--- src/rtl/fft_butterfly_pipe.sv ---
// Radix-2 DIT butterfly engine for the 16-point FFT datapath.
// Derives the twiddle address from (stage, index) and drives it to a
// combinational twiddle ROM. The returned W16^k is applied, and the engine
// produces X = (A + B*W)/2 and Y = (A - B*W)/2. The results pass through a
// 3-stage valid/ready pipeline and are saturated on output.
// Optional feature macro: FFT_BFLY_UNITY_BYPASS_EN. When it is defined,
// k == 0 uses an exact W = +1 instead of the ROM word.
module fft_butterfly_pipe #(
    parameter int DATA_W = 8
) (
    input  logic                  clk,
    input  logic                  rst,
    input  logic                  in_valid,
    output logic                  in_ready,
    input  logic [2*DATA_W-1:0]   in_a,
    input  logic [2*DATA_W-1:0]   in_b,
    input  logic [1:0]            in_stage,
    input  logic [2:0]            in_idx,
    output logic [2:0]            twiddle_addr,
    input  logic [2*DATA_W-1:0]   twiddle,
    output logic                  out_valid,
    input  logic                  out_ready,
    output logic [2*DATA_W-1:0]   out_x,
    output logic [2*DATA_W-1:0]   out_y,
    output logic                  out_sat
);

    localparam int PW   = 2 * DATA_W;     // product / packed operand width
    localparam int SW   = DATA_W + 4;     // butterfly sum width
    localparam int FRAC = DATA_W - 1;     // twiddle fractional bits (Q1.7)
    localparam int MAXI = (1 << (DATA_W - 1)) - 1;
    localparam logic signed [SW-1:0] MAXV = SW'(MAXI);
    localparam logic signed [SW-1:0] MINV = SW'(-MAXI - 1);
    localparam logic [DATA_W-1:0] POS_LIM = {1'b0, {(DATA_W-1){1'b1}}};
    localparam logic [DATA_W-1:0] NEG_LIM = {1'b1, {(DATA_W-1){1'b0}}};

    // Stage 1: operands and twiddle index
    logic            r_s1_valid;
    logic [PW-1:0]   r_s1_a;
    logic [PW-1:0]   r_s1_b;
    logic [2:0]      r_s1_k;

    // Stage 2: operand A and the four partial products
    logic                   r_s2_valid;
    logic [PW-1:0]          r_s2_a;
    logic signed [PW-1:0]   r_p_rr;
    logic signed [PW-1:0]   r_p_ii;
    logic signed [PW-1:0]   r_p_ri;
    logic signed [PW-1:0]   r_p_ir;

    // Output stage
    logic            r_out_valid;
    logic [PW-1:0]   r_out_x;
    logic [PW-1:0]   r_out_y;
    logic            r_out_sat;

    logic            w_advance;
    logic [2:0]      w_mask;
    logic [2:0]      w_k;

    // The whole pipeline moves as one unit. It stalls only when a result is waiting.
    assign w_advance    = !r_out_valid || out_ready;
    assign in_ready     = w_advance;
    assign twiddle_addr = r_s1_k;
    assign out_valid    = r_out_valid;
    assign out_x        = r_out_x;
    assign out_y        = r_out_y;
    assign out_sat      = r_out_sat;

    // k = (j & ((1<<s)-1)) << (3-s). The 3-bit mask wraps to 7 when s = 3.
    assign w_mask = (3'd1 << in_stage) - 3'd1;
    assign w_k    = (in_idx & w_mask) << (2'd3 - in_stage);

    // ---------------- Stage 2 product formation ----------------
    logic signed [DATA_W-1:0] w_br, w_bi, w_wr, w_wi;
    logic                     w_unity;
    logic signed [PW-1:0]     w_p_rr, w_p_ii, w_p_ri, w_p_ir;

    assign w_br = $signed(r_s1_b[PW-1:DATA_W]);
    assign w_bi = $signed(r_s1_b[DATA_W-1:0]);
    assign w_wr = $signed(twiddle[PW-1:DATA_W]);
    assign w_wi = $signed(twiddle[DATA_W-1:0]);

`ifdef FFT_BFLY_UNITY_BYPASS_EN
    assign w_unity = (r_s1_k == 3'd0);
`else
    assign w_unity = 1'b0;
`endif

    // Form the full-width products. With unity bypass, W = +1 exactly, so B passes through scaled by 2^FRAC.
    always_comb begin
        w_p_rr = PW'(w_br) * PW'(w_wr);
        w_p_ii = PW'(w_bi) * PW'(w_wi);
        w_p_ri = PW'(w_br) * PW'(w_wi);
        w_p_ir = PW'(w_bi) * PW'(w_wr);
        if (w_unity) begin
            w_p_rr = PW'(w_br) <<< FRAC;
            w_p_ii = '0;
            w_p_ri = '0;
            w_p_ir = PW'(w_bi) <<< FRAC;
        end
    end

    // ---------------- Stage 3 butterfly and saturation ----------------
    logic signed [PW:0]   w_re_acc, w_im_acc, w_re_sh, w_im_sh;
    logic signed [SW-1:0] w_a_ext [2];
    logic signed [SW-1:0] w_bw    [2];
    logic [DATA_W-1:0]    w_res   [4];
    logic [3:0]           w_sat;

    assign w_re_acc = (PW+1)'(r_p_rr) - (PW+1)'(r_p_ii);
    assign w_im_acc = (PW+1)'(r_p_ri) + (PW+1)'(r_p_ir);
    assign w_re_sh  = w_re_acc >>> FRAC;
    assign w_im_sh  = w_im_acc >>> FRAC;
    assign w_bw[0]  = SW'(w_re_sh);
    assign w_bw[1]  = SW'(w_im_sh);
    assign w_a_ext[0] = SW'($signed(r_s2_a[PW-1:DATA_W]));
    assign w_a_ext[1] = SW'($signed(r_s2_a[DATA_W-1:0]));

    // The four result components are {Xre, Xim, Yre, Yim}. Each is halved by an arithmetic shift and then clamped.
    genvar gi;
    generate
        for (gi = 0; gi < 4; gi++) begin : g_comp
            logic signed [SW-1:0] w_sum;
            logic signed [SW-1:0] w_half;
            if (gi < 2) begin : g_add
                assign w_sum = w_a_ext[gi] + w_bw[gi];
            end else begin : g_sub
                assign w_sum = w_a_ext[gi-2] - w_bw[gi-2];
            end
            assign w_half    = w_sum >>> 1;
            assign w_sat[gi] = (w_half > MAXV) || (w_half < MINV);
            assign w_res[gi] = w_sat[gi] ? (w_half[SW-1] ? NEG_LIM : POS_LIM)
                                         : w_half[DATA_W-1:0];
        end
    endgenerate

    // Pipeline registers. All of them load together on advance and hold together on stall. Reset clears everything.
    always_ff @(posedge clk) begin
        if (rst) begin
            r_s1_valid  <= 1'b0;
            r_s1_a      <= '0;
            r_s1_b      <= '0;
            r_s1_k      <= '0;
            r_s2_valid  <= 1'b0;
            r_s2_a      <= '0;
            r_p_rr      <= '0;
            r_p_ii      <= '0;
            r_p_ri      <= '0;
            r_p_ir      <= '0;
            r_out_valid <= 1'b0;
            r_out_x     <= '0;
            r_out_y     <= '0;
            r_out_sat   <= 1'b0;
        end else if (w_advance) begin
            r_s1_valid  <= in_valid;
            r_s1_a      <= in_a;
            r_s1_b      <= in_b;
            r_s1_k      <= w_k;
            r_s2_valid  <= r_s1_valid;
            r_s2_a      <= r_s1_a;
            r_p_rr      <= w_p_rr;
            r_p_ii      <= w_p_ii;
            r_p_ri      <= w_p_ri;
            r_p_ir      <= w_p_ir;
            r_out_valid <= r_s2_valid;
            r_out_x     <= {w_res[0], w_res[1]};
            r_out_y     <= {w_res[2], w_res[3]};
            r_out_sat   <= |w_sat;
        end
    end

endmodule

--- config.mk ---
export PLATFORM = sky130hd
export DESIGN_NAME = fft_butterfly_pipe
export DESIGN_NICKNAME = d
export VERILOG_FILES = /design/src/rtl/fft_butterfly_pipe.sv
export SDC_FILE = /design/constraint.sdc
export NUM_CORES = 1
export LEC_CHECK = 0
export CORE_ASPECT_RATIO = 0.75
export CORE_MARGIN = 2
export CORE_UTILIZATION = 60
export CTS_CLUSTER_DIAMETER = 60
export CTS_CLUSTER_SIZE = 28
export DETAILED_ROUTE_END_ITERATION = 16
export PLACE_DENSITY = 0.8
export SETUP_SLACK_MARGIN = 0.02
export SYNTH_ARGS = -nofsm -noshare
export SYNTH_HDL_FRONTEND = slang
export SYNTH_SLANG_ARGS = --single-unit
--- constraint.sdc ---
create_clock -name clk -period 6.34 [get_ports clk]
set_input_delay 0.634 -clock clk [delete_from_list [all_inputs] [get_ports clk]]
set_output_delay 0.634 -clock clk [all_outputs]
set_load 0.02 [all_outputs]
==> out/summary.md, run 1 <==
• **YS warnings** 0
• **Post-Synthesis Mean Instance Area** 8.387 sq um
• **number of cells produced by synthesis** 2189
• **Post-Place Cells** 2600
• **clock tree from TritonCTS** yes
• **clock root cell** clkbuf_16
• **async set or reset register ratio after synthesis** 0
• **Data arrival, critical path** 5770 ps
• **gp weighted congestion** 0.9245
• **prevailing post-synth register cell** dfxtp_1
• **aggregate global-route resource usage** 0.2902
• **clk_lat worst skew** 450 ps
• **Inserted Clock Buffers** 17
• **number of nets produced by synthesis** 2660
• **quantity of gates resized following cts** 0
• **total of buffers placed on input and output ports** 94
• **top cell type by total area after synthesis** fa_1
• **Overflow after GRT** 0
• **overall die area** 32030 sq um
• **detailed-route via count** 15180
• **RSZ-0062 raised after global routing** no
• **starting utilization of the core area** 0.6091
• **Least-Margin Pin Slew** 884.2 ps
• **post-synthesis cell type count** 80
• **layout cell share with drive strength beyond 1** 0.03314
• **fraction of post-synthesis cell area in the top cell type by area** 0.2443
• **hold buffers post-CTS** 0
• **htree depth** 4
• **hold crit path type** flip-flop to flip-flop
• **post-detailed-route via-to-cell ratio** 5.767
• **number of antenna repair diodes** 0
• **residual antenna-violating net count after detailed routing** 0
• **maximum number of pins on one net before global-route repair** 83
• **net switching component of the power** 4.448 mW
• **Die X-Extent** 206.0 microns
• **power density relative to cell area** 444.8 nW/um^2
• **number of primary I/O pins** 95
• **number of standard-cell rows in the floorplan** 55
• **Core Box Area** 30140 sq um
• **Combinational Power Share** 0.727
• **setup slack, reg-to-reg** 870 ps
• **count of clock tree sinks** 151
• **number of failing setup endpoints in the final timing report** 0
• **post-layout minimum cycle time** 5470 ps
• **f_max** 0.1828 GHz
• **detailed router's first-iteration violation count** 1259
• **most instantiated cells after synthesis** 332 x inv_1, 281 x nand2_1, 224 x fa_1
• **via count of the first global-routing pass** 15080
• **Final nets** 2691
• **clock tree skew after final layout** 14.38 ps
• **post-CTS clock slew at the launch and capture registers of the worst setup and hold paths** 70 ps
• **number of violations of the max-capacitance limit** 0
• **top cells by area, synth** fa_1 24%, dfxtp_1 16%, ha_1 13%
• **startpoint types** flip-flop
• **first drt pass iteration count** 6
• **combined area of all synthesized cells** 18360 sq um
• **outcome** complete, no violations
• **Slew Limit Fails** 0
• **Sw Share** 0.4978
• **worst endpoint required time** 6640 ps
• **y dimension of the die** 155.5 microns
• **total negative slack for setup checks** 0 ps
• **wire length per cell** 16.91 microns
• **Cell Count, Final, Fillers Out** 2632
• **layout-stage area growth over the synthesis result** 9.419%
• **sequential-to-total area share from yosys stat** 0.1647
• **DRC violation count after routing** 0
• **number of antenna violations at the first check in global routing** 0
• **final clock period utilization by the worst path** 0.8627
• **Critical Path Fanout Max** 10
• **sequential share of power** 0.154
• **cell-internal power** 4.487 mW
• **global-route wire length before repair** 74.11 mm
• **worst setup path class** flip-flop to flip-flop
• **static power due to leakage** 9.292 nW
• **worst vdd ir** 0.4002 mV
• **number of failing hold endpoints at the final stage** 0
• **endpoint type of the worst setup path** flip-flop
• **layout filler cell count** 2373
• **buffers from clock root to sink, at most** 2
• **detailed-placement wirelength estimate** 34.88 mm
• **total wire length after detailed routing** 44.50 mm
• **Clock Power Share** 0.118
• **most common cell in the synthesized netlist** inv_1
• **relative slew slack** 0.4105
• **post-CTS setup-driven buffer insertion count** 0
• **number of enable flip-flop cells after synthesis** 0
• **register bit count reported by yosys** 151
[routing by layer]
metal	part of all wire	track usage	wire, microns	up-vias
met5	0	0	0	-
met1	0.44	0.3969	19540	7501
met4	0.028	0.08810	1247	0
met3	0.064	0.05111	2864	90
met2	0.47	0.4712	20850	462
li1	-	-	-	7125
[final timing paths]
check	startpoint	to	depth (start not counted)
hold reg to reg	r_s2_valid	r_s2_valid	2
hold / removal	r_s2_valid	r_s2_valid	2
setup / recovery	r_p_ii[2]	out_y[11]	21
setup reg to reg	r_p_ii[2]	out_y[11]	21
[through the flow]
| step | area (sq um) | utilization | hold WS, ps | setup slack, ps | power (mW) |
|---|---|---|---|---|---|
| floorplan | 18360 | - | 426.8 | 1604 | 6.229 |
| global placement | 19500 | 0.6471 | 440.3 | 737.6 | 7.532 |
| detailed placement | 19500 | 0.6471 | 442.7 | 510.6 | 7.748 |
| CTS | 20090 | 0.6665 | 455.1 | 915.6 | 8.878 |
| global route | 20090 | 0.6665 | 473.6 | 442.1 | 9.684 |
| finish | 20090 | 0.6665 | 453.1 | 870.3 | 8.934 |
[power by group through the flow]
| stage | Combinational (mW) | Clock (mW) | Sequential [mW] |
|---|---|---|---|
| 2_1_floorplan | 4.80 | 0 | 1.43 |
| 3_3_place_gp | 6.15 | 0 | 1.39 |
| 3_5_place_dp | 6.35 | 0 | 1.39 |
| 4_1_cts | 6.44 | 1.06 | 1.38 |
| 5_1_grt | 7.18 | 1.10 | 1.40 |
| 6_report | 6.50 | 1.06 | 1.38 |
[registers in the layout, indices dropped and copies added, names as in the netlist]
| register | count |
|---|---|
| twiddle_addr | 3 |
| out_sat | 1 |
| r_p_ii | 16 |
| r_s1_a | 16 |
| r_p_ir | 16 |
| out_x | 16 |
| r_s1_valid | 1 |
| out_y | 16 |
| r_p_ri | 16 |
| r_s2_a | 16 |
| r_p_rr | 16 |
| out_valid | 1 |
| r_s2_valid | 1 |
| r_s1_b | 16 |
[layout make-up]
| type | count | area [sq um] | area share |
|---|---|---|---|
| multi-input cells | 1612 | 13710 | 0.6824 |
| flip-flops and latches | 151 | 3023 | 0.1505 |
| clock buffers | 18 | 429.2 | 0.02136 |
| clock inverters | 14 | 155.1 | 0.007723 |
| inverters | 333 | 1252 | 0.06235 |
| repair buffers | 105 | 1021 | 0.05083 |
| well taps | 399 | 499.2 | 0.02485 |
[cell families (layout without fill, tap and decap cells)]
kind of cell | after synthesis | count (layout) | share of synthesized area
AND/OR/NAND/NOR | 716 | 716 | 0.1932
buffers and inverters | 426 | 470 | 0.08908
adder cells (fa/ha/maj) | 414 | 414 | 0.3737
AO/OA/AOI/OAI | 381 | 381 | 0.1300
flip-flops | 151 | 151 | 0.1647
XOR/XNOR | 89 | 89 | 0.04246
multiplexers | 12 | 12 | 0.006815
[layout by cell type, fill, tap and decap left out, types with 11 or more instances in the layout]
cell type          n
a211oi_1          14
dfxtp_1          151
o211ai_1          14
a21oi_1          169
fa_1             224
or3_1             13
nor2b_1           17
nor2_1            86
nor3_1            37
a31oi_1           14
nand2_1          281
nand3_1           28
buf_4             12
ha_1             190
xnor2_1           71
xor2_1            18
o21ai_0           63
clkbuf_16         17
o21a_1            14
clkdlybuf4s50_1   93
inv_1            331
nor3b_1           11
and3_1            12
nand2b_1          32
and2_1           154
[critical path: stages (launching register included)]
cell and delay (ps):
dfxtp_1 330, inv_1 60, ha_1 300, a21o_1 170, a31oi_1 320, o21ai_1 180, a21oi_1 240, o21bai_1 130
a211oi_1 450, nor3_1 120, nor2_1 190, xnor2_1 150, ha_1 390, inv_1 120, a221oi_1 430, a21oi_1 230
mux2_2 290, a21oi_1 40, o221a_2 300, a2bb2oi_2 460, and2b_1 290, o32ai_1 120
No activity file was read; power rests on OpenSTA's default activity.
==> inputs of run 2 (changes only) <==
CTS_CLUSTER_DIAMETER = not set   (was 60)
SLEW_MARGIN = 25   (was not set)
==> results of run 2 <==
The final DEF is identical to that of run 1; final timing and power are the same.
==> inputs of run 3 (changes only) <==
CORE_MARGIN = 4   (was 2)
HOLD_SLACK_MARGIN = 0.05   (was not set)
SETUP_SLACK_MARGIN = 0.05   (was 0.02)
==> run 3 against run 2 <==
Effect of this change:
- flip-flop and latch count did not move
- largest power group unchanged
- sequential share of layout area barely moved
- count of clock-buffer cells in the layout down 1
- non-clock buffer count is 2 lower
- wire length up 1.6%
- final cell count is essentially flat
==> out/summary.md, run 3 (synthesis gave the netlist of run 1 again) <==
• **via count of the first global-routing pass** 15260, was 15080
• **quantity of gates resized following cts** 0, unchanged
• **maximum number of pins on one net before global-route repair** 85, was 83
• **DRC violation count after routing** 0, unchanged
• **wire length per cell** 17.19 microns, was 16.91 microns
• **outcome** complete, no violations, unchanged
• **post-CTS setup-driven buffer insertion count** 0, unchanged
• **worst setup path class** flip-flop to flip-flop, unchanged
• **detailed-placement wirelength estimate** 35.22 mm, was 34.88 mm
• **gp weighted congestion** 0.9061, was 0.9245
• **worst endpoint required time** 6640 ps, about the same
• **final clock period utilization by the worst path** 0.8700, was 0.8627
• **Inserted Clock Buffers** 17, unchanged
• **post-detailed-route via-to-cell ratio** 5.759, was 5.767
• **clk_lat worst skew** 460 ps, was 450 ps
• **RSZ-0062 raised after global routing** no, unchanged
• **total negative slack for setup checks** 0 ps, unchanged
• **detailed-route via count** 15150, was 15180
• **startpoint types** flip-flop, unchanged
• **layout-stage area growth over the synthesis result** 9.616%, was 9.419%
• **number of antenna violations at the first check in global routing** 1, was 0
• **buffers from clock root to sink, at most** 2, unchanged
• **post-layout minimum cycle time** 5516 ps, was 5470 ps
• **hold crit path type** flip-flop to flip-flop, unchanged
• **number of standard-cell rows in the floorplan** 55, unchanged
• **Data arrival, critical path** 5820 ps, was 5770 ps
• **layout cell share with drive strength beyond 1** 0.03272, was 0.03314
• **number of antenna repair diodes** 0, unchanged
• **detailed router's first-iteration violation count** 1174, was 1259
• **final instance area** 20120 sq um, was 20090 sq um
• **most common library cell in the layout ignoring fill and taps** inv_1, unchanged
• **count of clock tree sinks** 151, unchanged
• **clock tree skew after final layout** 13.25 ps, was 14.38 ps
• **static power due to leakage** 9.301 nW, was 9.292 nW
• **worst setup timing slack at the placement stage** 570.9 ps, was 510.6 ps
• **f_max** 0.1813 GHz, was 0.1828 GHz
• **standard cell area after detailed placement** 19490 sq um, was 19500 sq um
• **endpoint type of the worst setup path** flip-flop, unchanged
• **number of violations of the max-capacitance limit** 0, unchanged
• **clock root cell** clkbuf_16, unchanged
• **starting utilization of the core area** 0.6091, unchanged
• **power density relative to cell area** 449.5 nW/um^2, was 444.8 nW/um^2
• **worst vdd ir** 0.3218 mV, was 0.4002 mV
• **total of buffers placed on input and output ports** 94, unchanged
• **residual antenna-violating net count after detailed routing** 0, unchanged
• **relative slew slack** 0.4531, was 0.4105
• **Least-Margin Pin Slew** 820.4 ps, was 884.2 ps
• **most frequent cells in the layout** 331 x inv_1, 281 x nand2_1, 224 x fa_1, 190 x ha_1, 169 x a21oi_1, unchanged
• **aggregate global-route resource usage** 0.2755, was 0.2902
• **overall die area** 33490 sq um, was 32030 sq um
• **post-CTS clock slew at the launch and capture registers of the worst setup and hold paths** 80 ps, was 70 ps
• **number of failing setup endpoints in the final timing report** 0, unchanged
• **number of failing hold endpoints at the final stage** 0, unchanged
• **Overflow after GRT** 0, unchanged
• **final worst setup slack** 824.1 ps, was 870.3 ps
• **Core Box Area** 30140 sq um, unchanged
• **Critical Path Fanout Max** 10, unchanged
• **number of primary I/O pins** 95, unchanged
• **global-route wire length before repair** 76.10 mm, was 74.11 mm
• **Final nets** 2689, was 2691
• **first drt pass iteration count** 6, unchanged
• **y dimension of the die** 159.5 microns, was 155.5 microns
• **clock tree from TritonCTS** yes, unchanged
• **Die X-Extent** 210.0 microns, was 206.0 microns
• **total wire length after detailed routing** 45.21 mm, was 44.50 mm
• **htree depth** 4, unchanged
• **hold buffers post-CTS** 0, unchanged
• **Slew Limit Fails** 0, unchanged
==> run 3: cell count changes in the layout (fill, tap and decap cells not counted) <==
| cell | previous run | this run |
|---|---|---|
| inv_6 | 6 | 1 |
| inv_8 | 3 | 6 |
| buf_4 | 12 | 10 |
| clkinv_8 | 1 | 3 |
| bufinv_16 | 1 | 2 |
| clkbuf_1 | 1 | 0 |
| clkinv_2 | 1 | 0 |
| clkinvlp_4 | 0 | 1 |
==> run 3: cell type report <==
class                      instances  area, sq um
multi-input combinational       1612        13710
fill                            2439        10020
sequential                       151         3023
inverter                         333         1252
timing repair buffer             103         1006
tap                              399        499.2
clock buffer                      17        425.4
clock inverter                    15        210.2
==> run 3: worst paths after layout <==
path,startpoint,endpoint,slack (ps),cells after the start
worst max-delay path,r_p_ii[2],out_y[11],820,21
worst max register to register,r_p_ii[2],out_y[11],820,21
worst min register to register,r_p_ii[13],r_p_ii[13],450,2
worst min-delay path,r_p_ii[13],r_p_ii[13],450,2
==> run 3: power breakdown <==
group	switching [mW]	internal, mW	total, mW
Clock	0.512	0.607	1.12
Sequential	0.173	1.21	1.38
Combinational	3.83	2.72	6.55
Total	4.51	4.53	9.05
==> run 3: critical path: stages, from the launching register on <==
cell and delay (ps):
dfxtp_1 350, inv_1 50, ha_1 290, a21o_1 170, a31oi_1 370, o21ai_1 180, a21oi_1 250, o21bai_1 140
a211oi_1 440, nor3_1 120, nor2_1 220, xnor2_1 130, ha_1 370, inv_1 120, a221oi_1 400, a21oi_1 240
xor2_1 280, nor3b_1 100, o221a_2 280, a2bb2oi_2 460, and2b_1 290, o32ai_1 120
==> run 3: stage by stage <==
step,hold WS (ps),utilization,cells,power [mW]
2_1_floorplan,426.8,-,2189,6.229
3_3_place_gp,440.1,0.6466,2598,7.555
3_5_place_dp,441.3,0.6466,2598,7.769
4_1_cts,453.7,0.6677,2630,8.973
5_1_grt,472.2,0.6677,2630,9.815
6_report,450.9,0.6677,2630,9.046
==> run 3: layer usage <==
layer  global-route usage  vias up  share of wire
met5                    0        -              0
met4              0.07708        0          0.020
met3              0.05062       64          0.067
met2               0.4515      500           0.48
met1               0.3775     7466           0.43
li1                     -     7116              -
